<file path="config.mk">
export PLATFORM = sky130hd
export DESIGN_NAME = fifo_sync_param
export DESIGN_NICKNAME = d
export VERILOG_FILES = /design/src/rtl/fifo_sync_pkg.sv /design/src/rtl/fifo_sync_ram.sv /design/src/rtl/fifo_sync_param.sv
export SDC_FILE = /design/constraint.sdc
export NUM_CORES = 1
export LEC_CHECK = 0
export CAP_MARGIN = 10
export CORE_ASPECT_RATIO = 0.6
export CORE_MARGIN = 8
export CORE_UTILIZATION = 31
export DETAILED_ROUTE_END_ITERATION = 12
export SETUP_SLACK_MARGIN = 0.4
export SYNTH_ARGS = -nofsm -noshare
export SYNTH_HDL_FRONTEND = slang
export SYNTH_SLANG_ARGS = --single-unit
</file>
<file path="constraint.sdc">
create_clock -name clk -period 2.8 [get_ports clk]
set_input_delay 0.42 -clock clk [delete_from_list [all_inputs] [get_ports clk]]
set_output_delay 0.42 -clock clk [all_outputs]
set_load 0.1 [all_outputs]
</file>
<file path="src/rtl/fifo_sync_pkg.sv">
// Shared defaults and sizing helpers for the synchronous FIFO.
package fifo_sync_pkg;

  localparam int unsigned DEF_DATA_W = 8;
  localparam int unsigned DEF_DEPTH  = 16;

  // Count needs one extra bit over the pointer so that DEPTH itself is representable.
  function automatic int unsigned cnt_w(input int unsigned depth);
    return $clog2(depth) + 1;
  endfunction

endpackage

</file>
<file path="src/rtl/fifo_sync_ram.sv">
// Simple dual-port storage: synchronous write, combinational read.
module fifo_sync_ram
  import fifo_sync_pkg::*;
#(
  parameter int unsigned DATA_W = DEF_DATA_W,
  parameter int unsigned DEPTH  = DEF_DEPTH,
  parameter int unsigned AW     = $clog2(DEPTH)
) (
  input  logic              clk,
  input  logic              we,
  input  logic [AW-1:0]     waddr,
  input  logic [DATA_W-1:0] wdata,
  input  logic [AW-1:0]     raddr,
  output logic [DATA_W-1:0] rdata
);

  logic [DATA_W-1:0] mem_q [DEPTH];

  // Write port; contents are intentionally not reset.
  always_ff @(posedge clk) begin
    if (we) begin
      mem_q[waddr] <= wdata;
    end
  end

  assign rdata = mem_q[raddr];

endmodule

</file>
<file path="src/rtl/fifo_sync_param.sv">
// Parameterised synchronous FIFO with registered status flags.
// Define FIFO_SYNC_FWFT_EN for first-word-fall-through output; the default
// build presents the head word one cycle after an accepted read.
module fifo_sync_param
  import fifo_sync_pkg::*;
#(
  parameter int unsigned DATA_W   = DEF_DATA_W,
  parameter int unsigned DEPTH    = DEF_DEPTH,
  parameter int unsigned AF_LEVEL = DEPTH - 2,
  parameter int unsigned AE_LEVEL = 2
) (
  input  logic                      clk,
  input  logic                      rst,
  input  logic                      wr_en,
  input  logic [DATA_W-1:0]         din,
  input  logic                      rd_en,
  output logic [DATA_W-1:0]         dout,
  output logic                      valid,
  output logic                      empty,
  output logic                      full,
  output logic                      almost_full,
  output logic                      almost_empty,
  output logic [cnt_w(DEPTH)-1:0]   count,
  output logic                      overflow,
  output logic                      underflow
);

  localparam int unsigned AW = $clog2(DEPTH);
  localparam int unsigned CW = cnt_w(DEPTH);

  logic [AW-1:0]     wr_ptr_q, wr_ptr_d, rd_ptr_q, rd_ptr_d;
  logic [CW-1:0]     count_q, count_d;
  logic              empty_q, empty_d, full_q, full_d;
  logic              af_q, af_d, ae_q, ae_d;
  logic              ovf_q, ovf_d, udf_q, udf_d;
  logic              rd_acc, wr_acc;
  logic [DATA_W-1:0] ram_rdata;

  fifo_sync_ram #(
    .DATA_W (DATA_W),
    .DEPTH  (DEPTH),
    .AW     (AW)
  ) u_ram (
    .clk   (clk),
    .we    (wr_acc),
    .waddr (wr_ptr_q),
    .wdata (din),
    .raddr (rd_ptr_q),
    .rdata (ram_rdata)
  );

  // Accept decisions, pointer/count update and flags derived from the next count.
  always_comb begin
    rd_acc   = rd_en & ~empty_q;
    wr_acc   = wr_en & (~full_q | rd_acc);
    wr_ptr_d = wr_acc ? wr_ptr_q + AW'(1) : wr_ptr_q;
    rd_ptr_d = rd_acc ? rd_ptr_q + AW'(1) : rd_ptr_q;
    count_d  = count_q;
    case ({wr_acc, rd_acc})
      2'b10:   count_d = count_q + CW'(1);
      2'b01:   count_d = count_q - CW'(1);
      default: count_d = count_q;
    endcase
    empty_d = (count_d == '0);
    full_d  = (count_d == CW'(DEPTH));
    af_d    = (count_d >= CW'(AF_LEVEL));
    ae_d    = (count_d <= CW'(AE_LEVEL));
    ovf_d   = wr_en & ~wr_acc;
    udf_d   = rd_en & ~rd_acc;
  end

  // Control and status state.
  always_ff @(posedge clk or posedge rst) begin
    if (rst) begin
      wr_ptr_q <= '0;
      rd_ptr_q <= '0;
      count_q  <= '0;
      empty_q  <= 1'b1;
      full_q   <= 1'b0;
      af_q     <= 1'b0;
      ae_q     <= 1'b1;
      ovf_q    <= 1'b0;
      udf_q    <= 1'b0;
    end else begin
      wr_ptr_q <= wr_ptr_d;
      rd_ptr_q <= rd_ptr_d;
      count_q  <= count_d;
      empty_q  <= empty_d;
      full_q   <= full_d;
      af_q     <= af_d;
      ae_q     <= ae_d;
      ovf_q    <= ovf_d;
      udf_q    <= udf_d;
    end
  end

`ifdef FIFO_SYNC_FWFT_EN
  // Head word is visible whenever the FIFO holds data; zero while empty.
  assign dout  = empty_q ? '0 : ram_rdata;
  assign valid = ~empty_q;
`else
  logic [DATA_W-1:0] dout_q, dout_d;
  logic              valid_q, valid_d;

  // Capture the head word on an accepted read, hold it otherwise.
  always_comb begin
    dout_d  = rd_acc ? ram_rdata : dout_q;
    valid_d = rd_acc;
  end

  // Read data register.
  always_ff @(posedge clk or posedge rst) begin
    if (rst) begin
      dout_q  <= '0;
      valid_q <= 1'b0;
    end else begin
      dout_q  <= dout_d;
      valid_q <= valid_d;
    end
  end

  assign dout  = dout_q;
  assign valid = valid_q;
`endif

  assign empty        = empty_q;
  assign full         = full_q;
  assign almost_full  = af_q;
  assign almost_empty = ae_q;
  assign count        = count_q;
  assign overflow     = ovf_q;
  assign underflow    = udf_q;

endmodule

</file>
; Yosys cells after proc, flatten, opt, wreduce, memory -nomap -nowiden
; Memory sizes are Yosys's and may differ from the RTL's. A register that Yosys moved wholly into a read port is not among the register bits.
; Cells that the tools add are included.
[word_totals]
ff_bits = 20
ram_bits = 128
out_inout_bits = 20
inputBits = 12
elab_cells = 33
n_memories = 1
[op_classes]
magnitude_cmp = 2
eq_ne = 3
muxes = 3
n_addsub = 4
reduce_logical = 1
bitwise_logic = 9
[mem_list]
columns = memory, words, width, read_ports, rd_ports_with_merged_regs, wr, line
row1 = u_ram.mem_q, 16, 8, 1, 1, 1, fifo_sync_ram.sv:17  ; logic [DATA_W-1:0] mem_q [DEPTH];
[ops]
columns = op, count
row1 = $pmux W5 S2, 1
row2 = $add A4 B1 Y4 const B, 2
row3 = $add A5 B1 Y5 const B, 1
row4 = $eq A5 B5 Y1 const B, 1
row5 = $ge A5 B4 Y1 const B, 1
row6 = $le A5 B2 Y1 const B, 1
row7 = $logic_not A5 Y1, 1
row8 = $sub A5 B1 Y5 const B, 1
row9 = $and A1 B1 Y1, 4
row10 = $not A1 Y1, 4
row11 = $eq A2 B1 Y1 const B, 1
row12 = $eq A2 B2 Y1 const B, 1
row13 = $mux W1, 2
row14 = $or A1 B1 Y1, 1

; Logic depth before layout (Yosys ltp)
; Gate-level depths: netlist of the first run.
[depth]
ltp_word = 7
ltp_mapped = 13
ltp_nobuf = 12

; Cells and area by module
; A second synthesis of the first run with hierarchy kept.
[hier_totals]
cells_unflattened = 341
area_unflattened_um2 = 6258.5
[modules_own_cells]
columns = module, area_each_um2, n_inst, seq_area_each_um2, cells_per_inst
row1 = fifo_sync_ram, 4987.3, 1, 3843.7, 221
row2 = fifo_sync_param, 1271.2, 1, 703.2, 120

; Worst setup path before layout of the first run
; Ideal clock, no wire load.
[synth_path]
kind = reg2reg
startpoint = register empty_q (netlist: empty)
endpoint = register full_q (netlist: full)
n_path_buf = 2
slack_ns = -0.321
t_arrival_ns = 3.001
setup_ns = 0.120
path_stages_with_launch = 14
required_ns = 2.680
period_less_slack_ns = 3.121
cell_sequence = dfstp_2 > nand2b_1 > inv_1 > clkbuf_1 > ha_1 > buf_2 > xor2_1 > ha_1 > or3b_1 > nand4b_1 > o41ai_1 > xnor2_1 > inv_1 > and3_1
[synth_via]
elab_chain_len = 7
word_cells_on_any_way = 8
cone_classes = 3 x eq/ne / 1 x mux / 4 x bitwise
[synth_rtl]
columns = element, line
row1 = "start, declared", fifo_sync_param.sv:33  ; logic empty_q, empty_d, full_q, full_d;
row2 = "start signal, assigned", fifo_sync_param.sv:88  ; empty_q <= empty_d;
row3 = $not A1 Y1 (*), fifo_sync_param.sv:54  ; rd_acc = rd_en & ~empty_q;
row4 = $and A1 B1 Y1 (*), fifo_sync_param.sv:54
row5 = named net rd_acc, fifo_sync_param.sv:36  ; logic rd_acc, wr_acc;
row6 = $or A1 B1 Y1, fifo_sync_param.sv:55  ; wr_acc = wr_en & (~full_q | rd_acc);
row7 = $and A1 B1 Y1, fifo_sync_param.sv:55
row8 = $eq A2 B1 Y1 or $eq A2 B2 Y1 (tied branches), fifo_sync_param.sv:59  ; case ({wr_acc, rd_acc})
row9 = $pmux W5 S2 (*), fifo_sync_param.sv:59
row10 = named net count_d[4], fifo_sync_param.sv:32  ; logic [CW-1:0] count_q, count_d;
row11 = $eq A5 B5 Y1 (*), fifo_sync_param.sv:65  ; full_d = (count_d == CW'(DEPTH));
row12 = named net full_d, fifo_sync_param.sv:33
row13 = "end signal, assigned", fifo_sync_param.sv:89  ; full_q <= full_d;
row14 = "end, declared", fifo_sync_param.sv:33
; Mark *: on every way through the listed nets, which the timed path passes. The rest lies on a longest branch.
; A chain may end at the register's enable or synchronous reset.

; Final worst setup path of the first run
[layout_path]
startpoint = register empty_q (netlist: empty)
endpoint = register ae_q (netlist: almost_empty)
[layout_via]
elab_chain_len = 7
word_cells_on_any_way = 8
cone_classes = 1 x order compare / 2 x eq/ne / 1 x mux / 4 x bitwise
[layout_rtl]
columns = element, line
row1 = $not A1 Y1 (*), fifo_sync_param.sv:54
row2 = $and A1 B1 Y1 (*), fifo_sync_param.sv:54
row3 = $or A1 B1 Y1, fifo_sync_param.sv:55
row4 = $and A1 B1 Y1, fifo_sync_param.sv:55
row5 = $eq A2 B1 Y1 or $eq A2 B2 Y1 (tied branches), fifo_sync_param.sv:59
row6 = $pmux W5 S2 (*), fifo_sync_param.sv:59
row7 = $le A5 B2 Y1 (*), fifo_sync_param.sv:67  ; ae_d = (count_d <= CW'(AE_LEVEL));
row8 = named net ae_d, fifo_sync_param.sv:34  ; logic af_q, af_d, ae_q, ae_d;
row9 = "end signal, assigned", fifo_sync_param.sv:81  ; ae_q <= 1'b1;
row10 = "end signal, assigned", fifo_sync_param.sv:91  ; ae_q <= ae_d;
row11 = "end, declared", fifo_sync_param.sv:34
; Marked as above.

==> impl_metrics.yaml, run 1 <==
timing:
  hold_viol_final: 0
  slew_headroom_pct: 49.5
  setup_tns_ps: 0
  rsz0062_at_grt: "true"
  setup_violations: 0
  fin_worst_skew_ps: 9.51
  whs_ps: 376
  fmax_ghz: 0.388
  maxSlewViolCount: 0
  max_slew.worst_pin.slew_ps: 755
  finalCriticalPeriod_ps: 2580
  finalCritPeriodShare_pct: 92.0
cells_and_area:
  final_common_cell: "edfxtp_1"
  mostFrequentLayoutCells: "edfxtp_1 (128), buf_4 (60), nor2_1 (33)"
  num_antenna_cells: 0
  area_growth_pct: 23.2
  final_nets: 460
  drive_gt1_share_pct: 29.1
  utilization_pct: 38.8
  final_area_um2: 7740
clock_network:
  clk-insertion-delay-late_ps: 420
  cts_hold_buf: 0
  root_buffer: "clkbuf_16"
  cts_max_level: 4
  numCtsBuffers: 17
  cts_sinks: 156
  cts_tree: "built"
  clockBufferDepth: 2
  clk_pin_slew_worst_paths_ps: 60
setup_path:
  reg2reg_slack_ps: 220
  cp-startpoint: "empty$_DFF_PP1_"
  crit_path_end_kind: "register"
  reg2reg_from: "empty$_DFF_PP1_"
  worst_r2r_path_depth: 12
  crit_end: "almost_empty$_DFF_PP1_"
  worstPathMaxFanout: 4
  startpoint_type: "register"
  r2r_end: "almost_empty$_DFF_PP1_"
  worst_ep_arrival_time_ps: 2940
  required_ps: 3170
  crit_type: "reg -> reg"
synth:
  seq_area_frac_synth_pct: 72.3
  synth_seq_cells: 156
  yosysWarnings: 0
  syn-num-nets: 388
  synthCells: 368
  syn_avg_cell_area_um2: 17.1
  yosysUniqueCellTypes: 40
  synthesis.area_um2: 6280
power:
  sequentialPowerShare_pct: 36.8
  peakVddDrop_mv: 0.683
  p_sw_mw: 3.33
  power_density_nw_per_um2: 1130
  clkPwrFrac_pct: 25.7
  p_int_mw: 5.43
  fin_total_pwr_mw: 8.76
  pwr-share-comb_pct: 37.6
  power.leakage_nw: 2.78
  netSwitchingFraction_pct: 38.0
route:
  wl_per_cell_um: 19.2
  drt-total-wl_um: 14000
  drt-initial-drc-count: 302
  ant_nets: 0
  vias_per_cell: 4.75
  post-route-drc-count: 0
  vias: 3445
  drtPass1Iterations: 5
die:
  fp.dieH_um: 126
  ioPinCount: 32
  fp.coreArea_um2: 20000
  rows: 40
  dieArea_um2: 25200
  fp.dieW_um: 200
  initial_core_util_pct: 31.5
placed_design:
  finalWeightedCongestion: 0.754
  postPlaceCellArea_um2: 7090
  portBuffers: 31
  dp_hpwl_um: 9420
worst_hold_path:
  hp-class: "in -> async"
grt:
  grt_pass1_wl_um: 21300
  grt_use_total_pct: 11.5
  overflow: 0
  grt_antenna_before_repair: 0
  grt_max_degree: 29
  grt_pass1_vias: 3581
run_status:
  status: "finished clean"
flow_run:
  maxCapViolCount: 0
## cell type report
type,count,area [um2]
repair buffers,72,581
fillers,1822,12200
clock inverters,7,47.5
flip-flops and latches,156,4550
well taps,273,342
inverters,11,41.3
multi-input cells,182,1640
clock buffers,25,538
## critical path, stage by stage, from the launching register on
cell and delay, ps:
dfstp_4 610, nand2b_4 150, a21boi_4 60, inv_2 70, ha_4 150, xor2_2 150, ha_2 200, or3b_1 340
nand4b_1 120, o41ai_2 90, xnor2_1 240, buf_4 170, and4_1 170
## kinds of logic after synthesis
family / after synthesis / synth area share (%)
adders and majority gates: 8 / 1.59
muxes: 49 / 12.6
buffers and inverters: 30 / 2.45
and+or+nand+nor: 77 / 5.71
xor gates and xnor gates: 12 / 1.67
DFF: 156 / 72.3
AOI/OAI and AO/OA: 36 / 3.58
## registers in the layout, summed over array words and instances (netlist names)
register and cells:
wr_ptr_q 4, almost_empty 1, overflow 1, empty 1, almost_full 1, dout 8
u_ram.mem_q 128, count 5, valid 1, full 1, rd_ptr_q 4, underflow 1
## how the worst min path moves through the flow
stage                                 end  slack, ps
finish                    valid$_DFF_PP0_        380
global route              valid$_DFF_PP0_        410
CTS                 almost_full$_DFF_PP0_        380
detailed placement    dout[1]$_DFFE_PP0P_        520
global placement      dout[1]$_DFFE_PP0P_        510
floorplan           almost_full$_DFF_PP0_        480
## synth_stat cells
cell | number | share of area (%)
edfxtp_1 | 128 | 61
nor2_1 | 33 | 2.0
dfrtp_1 | 26 | 10
mux4_2 | 24 | 8.6
mux2i_1 | 22 | 3.5
nand2_1 | 19 | 1.1
a21oi_1 | 13 | 1.0
inv_1 | 10 | 0.60
xnor2_1 | 10 | 1.4
a31oi_1 | 8 | 0.80
ha_1 | 8 | 1.6
buf_2 | 6 | 0.48
clkbuf_1 | 6 | 0.36
buf_4 | 5 | 0.60
nor3_1 | 5 | 0.40
o21ai_0 | 5 | 0.40
a221oi_1 | 3 | 0.42
and3_1 | 3 | 0.30
mux2_2 | 3 | 0.54
nand2b_1 | 3 | 0.30
nor2b_1 | 3 | 0.30
buf_6 | 2 | 0.36
dfstp_2 | 2 | 0.84
nand3_1 | 2 | 0.16
nand4_1 | 2 | 0.20
o31ai_1 | 2 | 0.24
xor2_1 | 2 | 0.28
a21boi_2 | 1 | 0.18
a22o_1 | 1 | 0.14
and2_1 | 1 | 0.10
and4_1 | 1 | 0.14
clkinv_1 | 1 | 0.060
nand4b_1 | 1 | 0.14
nor3b_1 | 1 | 0.12
o211ai_1 | 1 | 0.12
o21bai_1 | 1 | 0.12
o41ai_1 | 1 | 0.14
or3b_1 | 1 | 0.14
or4b_1 | 1 | 0.16
or4b_2 | 1 | 0.16
## metrics by stage
| stage | instances | setup slack [ps] |
|---|---|---|
| after floorplan | 368 | -51.5 |
| after global placement | 687 | -79.8 |
| after detailed placement | 687 | -232 |
| after CTS | 724 | 255 |
| after global routing | 726 | 34.7 |
| final | 726 | 224 |
## power groups by stage
| stage | logic, mW | clock network (mW) | registers [mW] |
|---|---|---|---|
| floorplan | 1.68 | 0 | 3.94 |
| global placement | 3.16 | 0 | 3.24 |
| detailed placement | 3.20 | 0 | 3.26 |
| CTS | 3.26 | 2.29 | 3.22 |
| global route | 3.51 | 2.39 | 3.27 |
| finish | 3.29 | 2.25 | 3.22 |
## routing by layer
metal	track usage [%]	up-vias	share of wire, %
li1	-	1547	-
met1	16.2	1773	49
met2	16.3	109	43
met3	4.04	16	6.8
met4	3.41	0	1.2
met5	0	-	0
## repair_timing
| item | in CTS | in global routing |
|---|---|---|
| endpoints found under the hold margin | 0 | 0 |
| gates cloned | 0 | 0 |
| setup endpoints to repair | 5 | 6 |
| setup buffers | 5 | 2 |
| resized for setup | 0 | 2 |
| pin swaps | 1 | 1 |
Note: power is estimated with default switching activity, not from simulation.
==> run 2, diff against run 1 <==
--- a/config.mk
+++ b/config.mk
@@ -8,7 +8,7 @@
 export CAP_MARGIN = 10
 export CORE_ASPECT_RATIO = 0.6
 export CORE_MARGIN = 8
-export CORE_UTILIZATION = 31
+export CORE_UTILIZATION = 40
 export DETAILED_ROUTE_END_ITERATION = 12
 export SETUP_SLACK_MARGIN = 0.4
 export SYNTH_ARGS = -nofsm -noshare
==> run 2 against run 1 <==
Net effect:
- final area fell by 0.55%
- cell count fell by 8.4%
- largest cell class unchanged
- via count fell by 0.84%
- critical path type unchanged
==> impl_metrics.yaml, run 2 (synthesized netlist as in run 1, its figures left out) <==
setup_path:
  required_ps: 3150
  crit_path_end_kind: "register"
  startpoint_type: "register"
  worst_ep_arrival_time_ps: 2900
  crit_type: "reg -> reg"
  worstPathMaxFanout: 3
die:
  fp.coreArea_um2: 15400
  dieArea_um2: 20100
  fp.dieW_um: 178
  rows: 35
  fp.dieH_um: 113
  ioPinCount: 32
  initial_core_util_pct: 40.9
timing:
  maxSlewViolCount: 0
  fmax_ghz: 0.392
  finalCriticalPeriod_ps: 2550
  slew_headroom_pct: 48.8
  fin_worst_skew_ps: 11.5
  setup_violations: 0
  rsz0062_at_grt: "true"
  max_slew.worst_pin.slew_ps: 768
  setup_tns_ps: 0
  finalCritPeriodShare_pct: 91.1
  hold_viol_final: 0
clock_network:
  cts_tree: "built"
  cts_hold_buf: 0
  cts_sinks: 156
  clk-insertion-delay-late_ps: 410
  clk_pin_slew_worst_paths_ps: 60
  numCtsBuffers: 17
  root_buffer: "clkbuf_16"
  cts_max_level: 4
  clockBufferDepth: 2
grt:
  grt_pass1_wl_um: 21100
  grtUsageMet1_pct: 20.7
  grt_antenna_before_repair: 0
  grt-busiest-layer: "met1"
  grt_pass1_vias: 3659
  grt_use_total_pct: 14.2
  grt_max_degree: 29
  grt.met3_usage_pct: 3.16
  overflow: 0
  met2_usage_pct: 20.2
route:
  drt-total-wl_um: 13500
  ant_nets: 0
  drt-initial-drc-count: 259
  post-route-drc-count: 0
  vias_per_cell: 5.14
  drtPass1Iterations: 4
  vias: 3416
  wl_per_cell_um: 20.3
power:
  netSwitchingFraction_pct: 37.7
  peakVddDrop_mv: 1.29
  sequentialPowerShare_pct: 36.7
  power_density_nw_per_um2: 1140
  clkPwrFrac_pct: 25.4
  p_int_mw: 5.45
  p_sw_mw: 3.30
  pwr-share-comb_pct: 37.9
  power.leakage_nw: 2.80
run_status:
  status: "finished clean"
placed_design:
  finalWeightedCongestion: 0.801
  portBuffers: 31
  postPlaceCellArea_um2: 7060
  dp_hpwl_um: 9150
flow_run:
  maxCapViolCount: 0
cells_and_area:
  area_growth_pct: 22.5
  nFillCells: 1262
  final_common_cell: "edfxtp_1"
  largest_register: "u_ram.mem_q"
  num_antenna_cells: 0
  drive_gt1_share_pct: 30.5
  final_area_um2: 7700
  mostFrequentLayoutCells: "edfxtp_1 (128), buf_4 (69), nor2_1 (33)"
  final_nets: 469
  largest_register_ffs: 128
worst_hold_path:
  hp-class: "in -> async"
[run 2: cell types whose count changed in the layout (fill, tap and decap cells not counted), sizes merged]
cell,change
clkinvlp,+2
bufinv,+2
inv,-1
clkbuf,-7
clkinv,+4
buf,+9
[run 2: area by class of cell]
cell class | count | area, um2 | share of cell area, %
tap | 203 | 254 | 3.30
inverter | 11 | 41.3 | 0.536
clock inverter | 14 | 145 | 1.88
multi-input combinational | 182 | 1640 | 21.3
clock buffer | 18 | 429 | 5.57
sequential | 156 | 4550 | 59.1
timing repair buffer | 81 | 639 | 8.30
[run 2: what timing repair did]
action	4_1_cts	5_1_grt
buffers inserted	5	2
setup endpoints to repair	5	6
resized for setup	0	3
pin swaps	4	4
[run 2: power groups by stage]
| stage | clock, mW | sequential, mW | combinational (mW) |
|---|---|---|---|
| 2_1_floorplan | 0 | 3.94 | 1.68 |
| 6_report | 2.22 | 3.21 | 3.32 |
| 4_1_cts | 2.27 | 3.22 | 3.30 |
| 3_5_place_dp | 0 | 3.26 | 3.22 |
| 5_1_grt | 2.35 | 3.26 | 3.55 |
| 3_3_place_gp | 0 | 3.24 | 3.19 |
[run 2: final timing paths]
path | from | end | cells past startpoint | slack (ps)
worst min-delay path | rst | valid$_DFF_PP0_ | 3 | 380
min in group clk | dout[1]$_DFFE_PP0P_ | dout[1]$_DFFE_PP0P_ | 2 | 530
max in group asynchronous | rst | almost_empty$_DFF_PP1_ | 3 | 2090
worst max register to register | empty$_DFF_PP1_ | almost_empty$_DFF_PP1_ | 12 | 250
worst min register to register | dout[1]$_DFFE_PP0P_ | dout[1]$_DFFE_PP0P_ | 2 | 530
worst max-delay path | empty$_DFF_PP1_ | almost_empty$_DFF_PP1_ | 12 | 250
[run 2: metal layers]
layer	part of all wire (%)	routed length [um]	up-vias
met5	0	0	-
met4	0.74	100	0
met3	7.7	1040	6
met2	45	6060	100
met1	47	6270	1736
li1	-	-	1574
[run 2: critical path: stages (launching register included)]
cell and delay [ps]:
dfstp_4 610, nand2b_4 140, a21boi_4 60, inv_2 70
ha_4 140, xor2_1 160, ha_2 200, or3b_1 350
nand4b_1 110, o41ai_2 80, xnor2_1 220, buf_4 160
and4_1 180
[run 2: per-stage QoR]
step	util, %	cells	total power, mW	setup WS (ps)	hold slack [ps]
2_1_floorplan	-	368	5.62	-51.5	484
3_3_place_gp	45.9	626	6.42	-43.3	525
3_5_place_dp	45.9	626	6.49	-130	531
4_1_cts	49.9	663	8.78	235	392
5_1_grt	50.1	665	9.15	160	445
6_report	50.1	665	8.75	250	382
